===== config.mk =====
export PLATFORM = sky130hd
export DESIGN_NAME = apb_spi_rf_interface
export DESIGN_NICKNAME = d
export VERILOG_FILES = /design/src/rtl/apb_spi_rf_interface.sv
export SDC_FILE = /design/constraint.sdc
export NUM_CORES = 1
export LEC_CHECK = 0
export ABC_AREA = 1
export CAP_MARGIN = 20
export CORE_MARGIN = 2
export CORE_UTILIZATION = 51
export DETAILED_ROUTE_END_ITERATION = 6
export DONT_BUFFER_PORTS = 1
export GPL_TIMING_DRIVEN = 0
export PLACE_DENSITY = 0.69
export SYNTH_ARGS = -nofsm -noshare
export SYNTH_HDL_FRONTEND = slang
export SYNTH_SLANG_ARGS = --single-unit

===== constraint.sdc =====
create_clock -name i_PCLK -period 2.8 [get_ports i_PCLK]
set_clock_uncertainty 0.1 [all_clocks]
set_input_delay 0.56 -clock i_PCLK [delete_from_list [all_inputs] [get_ports i_PCLK]]
set_output_delay 0.56 -clock i_PCLK [all_outputs]
set_load 0.01 [all_outputs]

===== src/rtl/apb_spi_rf_interface.sv =====
// APB slave bridging a host to a serial TX shifter and a pulse-position RF packet receiver.
// Latency: APB zero wait states; TX one bit per BIT_CYCLES; RX fetch 8*SCK_DIV cycles; RF edge 2-3 cycles.
// Backpressure: none; PREADY is tied high and a start command issued while busy is dropped.
// Ports: i_PCLK/i_PRESET clock and sync reset; i_PSEL0/i_PENABLE/i_PWRITE/i_PADDR/i_PWDATA APB request;
//        i_PRDATA external read data; i_BASE_ADDR decode base; o_WR0..3/o_DR0..3 offset strobes;
//        PREADY/o_PWDATA/o_PRDATA APB response; rfin RF pulses; RX fetch/send select;
//        pkt_rec packet-complete pulse; TX_OUT serial data; sh_en per-bit shift pulse.
module apb_spi_rf_interface #(
    parameter int BIT_CYCLES = 10000
) (
    input  logic        i_PCLK,
    input  logic        i_PRESET,
    input  logic        i_PSEL0,
    input  logic        i_PENABLE,
    input  logic        i_PWRITE,
    input  logic [15:0] i_PADDR,
    input  logic [7:0]  i_PWDATA,
    input  logic [7:0]  i_PRDATA,
    input  logic [9:0]  i_BASE_ADDR,
    output logic        o_WR0,
    output logic        o_WR1,
    output logic        o_WR2,
    output logic        o_WR3,
    output logic        o_DR0,
    output logic        o_DR1,
    output logic        o_DR2,
    output logic        o_DR3,
    output logic        PREADY,
    output logic [7:0]  o_PWDATA,
    output logic [7:0]  o_PRDATA,
    input  logic        rfin,
    input  logic        RX,
    output logic        pkt_rec,
    output logic        TX_OUT,
    output logic        sh_en
);
    localparam int CW = $clog2(BIT_CYCLES + 1);
    localparam int TW = $clog2(2 * BIT_CYCLES + 2);
    localparam logic [CW-1:0] BC_M1  = CW'(BIT_CYCLES - 1);
    localparam logic [TW-1:0] BC_T   = TW'(BIT_CYCLES);
    localparam logic [TW-1:0] HALF3  = TW'((3 * BIT_CYCLES) / 2);
    localparam logic [TW-1:0] TWO_BC = TW'(2 * BIT_CYCLES);

    typedef enum logic [1:0] {RF_IDLE, RF_PRE, RF_DATA} rf_state_t;

    // ---------------- APB decode ----------------
    logic       hit, acc;
    logic [5:0] off;
    assign off = i_PADDR[5:0];
    assign hit = (i_PADDR[15:6] == i_BASE_ADDR);
    assign acc = i_PSEL0 & i_PENABLE & hit;

    assign o_WR0 = acc &  i_PWRITE & (off == 6'h00);
    assign o_WR1 = acc &  i_PWRITE & (off == 6'h04);
    assign o_WR2 = acc &  i_PWRITE & (off == 6'h08);
    assign o_WR3 = acc &  i_PWRITE & (off == 6'h0C);
    assign o_DR0 = acc & ~i_PWRITE & (off == 6'h00);
    assign o_DR1 = acc & ~i_PWRITE & (off == 6'h04);
    assign o_DR2 = acc & ~i_PWRITE & (off == 6'h08);
    assign o_DR3 = acc & ~i_PWRITE & (off == 6'h0C);
    assign PREADY = 1'b1;

    // ---------------- host-side state ----------------
    // Only the SCK field of CONFIG affects this block; MODE/SLAVE have no function here.
    logic [1:0]    cfg_sck, sck_lat;
    logic [7:0]    tx_reg, rx_reg, tx_shift, fcnt;
    logic          rx_valid, busy, tx_busy, fetch_busy, pkt_avail, tx_evt;
    logic [2:0]    ptr;
    logic [63:0]   pkt_buf;
    logic [CW-1:0] tx_cyc;
    logic [3:0]    tx_bits;
    logic          fetch_last;

    // ---------------- RF receiver state ----------------
    rf_state_t     rf_state, rf_state_n;
    logic          rf_s1, rf_s2, rf_s3, rf_edge;
    logic [TW-1:0] tcnt;
    logic [2:0]    pre_cnt;
    logic [5:0]    bit_cnt;
    logic [63:0]   rf_shreg;
    logic          rf_shift, rf_bit, rf_done, rf_evt;

    assign rf_edge    = rf_s2 & ~rf_s3;
    assign fetch_last = (fcnt == ((8'd16 << sck_lat) - 8'd1));
    assign sh_en      = tx_evt | rf_evt;

    always_comb begin
        o_PRDATA = 8'h00;
        if (i_PSEL0 && hit) begin
            case (off)
                6'h00:   o_PRDATA = {4'b0, pkt_avail, rx_valid, busy, tx_busy};
                6'h04:   o_PRDATA = rx_reg;
                6'h08:   o_PRDATA = i_PRDATA;
                default: o_PRDATA = 8'h00;
            endcase
        end
    end

    always_ff @(posedge i_PCLK) begin
        if (i_PRESET) begin
            o_PWDATA   <= '0;
            cfg_sck    <= '0;
            sck_lat    <= '0;
            tx_reg     <= '0;
            rx_reg     <= '0;
            tx_shift   <= '0;
            fcnt       <= '0;
            rx_valid   <= 1'b0;
            busy       <= 1'b0;
            tx_busy    <= 1'b0;
            fetch_busy <= 1'b0;
            pkt_avail  <= 1'b0;
            tx_evt     <= 1'b0;
            ptr        <= '0;
            pkt_buf    <= '0;
            tx_cyc     <= '0;
            tx_bits    <= '0;
            TX_OUT     <= 1'b0;
        end else begin
            tx_evt <= 1'b0;
            if (acc && i_PWRITE) o_PWDATA <= i_PWDATA;
            if (o_WR0) cfg_sck <= i_PWDATA[1:0];
            if (o_WR1) tx_reg <= i_PWDATA;
            if (o_DR1) rx_valid <= 1'b0;

            // Start is only honoured when idle; SCK is latched so CONFIG writes wait for the next start.
            if (o_WR3 && i_PWDATA[1] && !busy) begin
                busy    <= 1'b1;
                sck_lat <= cfg_sck;
                if (RX) begin
                    fetch_busy <= 1'b1;
                    fcnt       <= '0;
                end else begin
                    tx_busy  <= 1'b1;
                    TX_OUT   <= tx_reg[7];
                    tx_shift <= {tx_reg[6:0], 1'b0};
                    tx_bits  <= 4'd1;
                    tx_cyc   <= '0;
                    tx_evt   <= 1'b1;
                end
            end

            if (tx_busy) begin
                if (tx_cyc == BC_M1) begin
                    tx_cyc <= '0;
                    if (tx_bits == 4'd8) begin
                        TX_OUT  <= 1'b0;
                        tx_busy <= 1'b0;
                        busy    <= 1'b0;
                    end else begin
                        TX_OUT   <= tx_shift[7];
                        tx_shift <= {tx_shift[6:0], 1'b0};
                        tx_bits  <= tx_bits + 4'd1;
                        tx_evt   <= 1'b1;
                    end
                end else begin
                    tx_cyc <= tx_cyc + CW'(1);
                end
            end

            if (fetch_busy) begin
                if (fetch_last) begin
                    rx_reg     <= pkt_buf[{~ptr, 3'b000} +: 8];
                    ptr        <= ptr + 3'd1;
                    rx_valid   <= 1'b1;
                    busy       <= 1'b0;
                    fetch_busy <= 1'b0;
                    if (ptr == 3'd7) pkt_avail <= 1'b0;
                end else begin
                    fcnt <= fcnt + 8'd1;
                end
            end

            // A fresh packet wins over a simultaneous fetch: buffer, pointer and flag restart.
            if (rf_done) begin
                pkt_buf   <= {rf_shreg[62:0], rf_bit};
                pkt_avail <= 1'b1;
                ptr       <= '0;
            end
        end
    end

    // RF next-state: tcnt is cycles since the last edge (preamble) or since ref (data).
    always_comb begin
        rf_state_n = rf_state;
        rf_shift   = 1'b0;
        rf_bit     = 1'b0;
        rf_done    = 1'b0;
        case (rf_state)
            RF_IDLE: if (rf_edge) rf_state_n = RF_PRE;
            RF_PRE: begin
                if (rf_edge) begin
                    if (pre_cnt == 3'd7) rf_state_n = RF_DATA;
                end else if (tcnt > TWO_BC) begin
                    rf_state_n = RF_IDLE;
                end
            end
            RF_DATA: begin
                if (rf_edge && (tcnt < HALF3)) begin
                    rf_shift = 1'b1;
                    rf_bit   = 1'b1;
                end else if (tcnt >= HALF3) begin
                    rf_shift = 1'b1;
                end
                if (rf_shift && (bit_cnt == 6'd63)) begin
                    rf_done    = 1'b1;
                    rf_state_n = RF_IDLE;
                end
            end
            default: rf_state_n = RF_IDLE;
        endcase
    end

    always_ff @(posedge i_PCLK) begin
        if (i_PRESET) begin
            rf_state <= RF_IDLE;
            rf_s1    <= 1'b0;
            rf_s2    <= 1'b0;
            rf_s3    <= 1'b0;
            tcnt     <= '0;
            pre_cnt  <= '0;
            bit_cnt  <= '0;
            rf_shreg <= '0;
            rf_evt   <= 1'b0;
            pkt_rec  <= 1'b0;
        end else begin
            rf_state <= rf_state_n;
            rf_s1    <= rfin;
            rf_s2    <= rf_s1;
            rf_s3    <= rf_s2;
            rf_evt   <= rf_shift;
            pkt_rec  <= rf_done;
            case (rf_state)
                RF_IDLE: begin
                    if (rf_edge) begin
                        pre_cnt <= 3'd1;
                        tcnt    <= '0;
                    end
                end
                RF_PRE: begin
                    if (rf_edge) begin
                        pre_cnt <= pre_cnt + 3'd1;
                        tcnt    <= '0;
                        bit_cnt <= '0;
                    end else begin
                        tcnt <= tcnt + TW'(1);
                    end
                end
                RF_DATA: begin
                    if (rf_shift) begin
                        rf_shreg <= {rf_shreg[62:0], rf_bit};
                        bit_cnt  <= bit_cnt + 6'd1;
                        // A '1' re-anchors ref on the edge; a missed slot advances ref by one bit.
                        tcnt     <= rf_bit ? '0 : (tcnt + TW'(1) - BC_T);
                    end else begin
                        tcnt <= tcnt + TW'(1);
                    end
                end
                default: tcnt <= '0;
            endcase
        end
    end
endmodule


==> flow_metrics.tcl <==
set metrics [dict create \
    core_um2 20430 \
    hold_path.class "input port to register" \
    dominantRegCellSynth "dfxtp_1" \
    dieArea_um2 22140 \
    drt_iter0_drc 680 \
    synthesis.nets 1533 \
    post_drt_via_cell_ratio 5.328 \
    nFillCells 1949 \
    fin_ws_ns 0.2254 \
    finalPower_mw 7.206 \
    remaining_drc_errors 0 \
    async_flop_share 0 \
    crit_fanout 10 \
    tns_ns 0 \
    initial_utilization 0.5233 \
    finalCritPeriodShare 0.9195 \
    crit_type "register to register" \
    synth_common_cells "dfxtp_1 (230), nand2_1 (215), inv_1 (187), nor2_1 (163), a21oi_1 (154)" \
    portBuffers 0 \
    yosysSeqAreaShare 0.4307 \
    largest_register_ffs 64 \
    ys_ff_latch 230 \
    yosys.cell_count.top_type "dfxtp_1" \
    finalSetupViolCount 0 \
    rows 52 \
    dp_slack_ns -0.01511 \
    tightest_slew_ns 0.8549 \
    yosysWarnings 0 \
    cp.required_ns 3.09 \
    netlist-cell-type-count 53 \
    status "completed" \
    area_growth_pct 10.88 \
    num_vias 9506 \
    yosys.area.top_type "dfxtp_1" \
    die_h_um 148.8 \
    synth_area_um2 10690 \
    gp_congestion 0.8843 \
    chipWidth_um 148.8 \
    yosys.area.top_type_share 0.4307 \
    p_per_area_nw_per_um2 607.8 \
    cp.arrival_ns 2.87 \
    holdWs_ns 0.05313 \
    hpwl_um 19560 \
    cts_buffers 24 \
    rsz0062_at_grt "no" \
    relSlewSlack 0.4252 \
    ios 77 \
    grt_remaining_overflow 0 \
    startpoint_type "register" \
    htree_levels 1 \
    finalHoldViolCount 0 \
    cts_hold_buf 0 \
    synth_area_leaders "dfxtp_1 (43%), nand2_1 (7.5%), a21oi_1 (7.2%), o21ai_0 (6.8%), inv_1 (6.6%)" \
    top_register "pkt_buf" \
    clk_path_buf_depth 3 \
    dr.pass1.iters 7 \
    drt_wl_total_um 26370 \
    p_leak_nw 4.265 \
    grt_usage 0.2386 \
    synth_cells 1470 \
    antenna_found_initial 0 \
    drive_gt1_frac 0.09974 \
    ir_drop_mv 0.4033 \
    wl_per_cell_um 14.78 \
    largest_registers "pkt_buf x64, rf_shreg x63, tcnt x15" \
    grt_pass1_wl_um 43250 \
    cts_tree "yes" \
    postSynthAreaPerCell_um2 7.273 \
    slew_violations 0 \
    clock.fmax_mhz 388.4 \
    crit_path_start "rf_s2" \
    grt_pass1_vias 8710 \
    hp-start "rfin" \
    clock_sinks 230 \
    antenna_left 0 \
    final_nets 1560 \
    synth-edff-count 0 \
    clkLatencyLatePin_ns 0.52 \
    cts-root-buf "clkbuf_16" \
    layout_min_cycle_time_ns 2.575 \
    grt_max_degree 14 \
    insertedDiodeCount 0 \
    drv_cap 0 \
    path_clk_slew_ns 0.06 \
    fin_util 0.5803 \
    r2r_start "rf_s2" \
    end_kind "register" \
]
==> worst max-delay path: stages, from the launching register on <==
cell,delay [ns]
dfxtp_1,0.30
inv_1,0.04
nor2_1,0.44
inv_1,0.22
nand3_4,0.19
nand2_4,0.15
buf_2,0.27
clkbuf_1,0.23
o21ai_0,0.42
nor2_1,0.07
==> metal layers <==
layer  vias to the layer above  global-route usage  wire, µm
met4                         0             0.04810       459
met2                       256              0.3750     11310
met3                        42             0.03578      1898
met5                         -                   0         0
li1                       4860                   -         -
met1                      4348              0.3501     12710
==> kinds of logic after synthesis <==
family | after synthesis | share of synthesized area
and+or+nand+nor | 523 | 0.2254
DFF | 230 | 0.4307
AOI/OAI and AO/OA | 415 | 0.2105
buffers and inverters | 273 | 0.1045
adders and majority gates | 14 | 0.01638
xor gates and xnor gates | 14 | 0.01217
other | 1 | 0.0003507
==> metrics by stage <==
| stage | cell area [µm²] | std cells |
|---|---|---|
| 2_1_floorplan | 10690 | 1470 |
| 3_3_place_gp | 11030 | 1740 |
| 3_5_place_dp | 11030 | 1740 |
| 4_1_cts | 11830 | 1783 |
| 5_1_grt | 11860 | 1784 |
| 6_report | 11860 | 1784 |
==> final cells by class <==
cell class | count | area [µm²] | area share
Buffer | 72 | 361.6 | 0.03050
Tap cell | 270 | 337.8 | 0.02850
Multi-Input combinational cell | 967 | 4992 | 0.4211
Clock inverter | 9 | 136.4 | 0.01150
Clock buffer | 34 | 658.1 | 0.05551
Sequential cell | 230 | 4604 | 0.3884
Timing Repair Buffer | 1 | 7.507 | 0.0006332
Inverter | 201 | 757.0 | 0.06385
==> repair_timing <==
| item | 4_1_cts | 5_1_grt |
|---|---|---|
| resized for setup | 1 | 5 |
| endpoints found under the setup margin | 2 | 4 |
| setup buffers | 0 | 1 |
| endpoints found under the hold margin | 0 | 0 |
| pin swaps | 0 | 1 |
| gates cloned | 0 | 0 |
==> cell usage in the layout (no fill, tap or decap), types with 4 or more instances in the layout <==
master | synthesis | final
clkbuf_16 | 0 | 24
buf_4 | 7 | 8
nand2_2 | 20 | 20
o22ai_1 | 25 | 25
nor3_1 | 12 | 11
a211oi_1 | 12 | 12
nor2_4 | 6 | 6
nand3_1 | 61 | 61
o21ai_0 | 146 | 146
nor3_4 | 3 | 4
dfxtp_1 | 230 | 230
buf_2 | 15 | 15
clkbuf_1 | 41 | 48
o21ai_2 | 11 | 11
nand3_2 | 4 | 4
buf_6 | 6 | 6
nor2_1 | 163 | 162
a21oi_2 | 4 | 4
a21oi_1 | 154 | 154
ha_1 | 14 | 14
inv_1 | 187 | 187
xor2_1 | 6 | 6
o21ai_1 | 43 | 43
nand2_1 | 215 | 215
nand4_1 | 14 | 14
xnor2_1 | 7 | 7
inv_2 | 12 | 12
o21bai_1 | 7 | 7
nor2_2 | 6 | 7
==> report_power, final <==
part | total (mW) | internal, mW | switching [mW]
clock | 3.22 | 1.92 | 1.30
sequential | 3.38 | 3.34 | 0.0409
combinational | 0.605 | 0.172 | 0.433
total | 7.21 | 5.43 | 1.78
==> path summary, 6_finish.rpt <==
check,endpoint,slack (ns),cells past startpoint
min,rf_s1,0.05,2
min reg2reg,rf_s2,0.31,2
max,rf_shreg[23],0.23,9
max reg2reg,rf_shreg[23],0.23,9
Note: power is estimated with default switching activity, not from simulation.
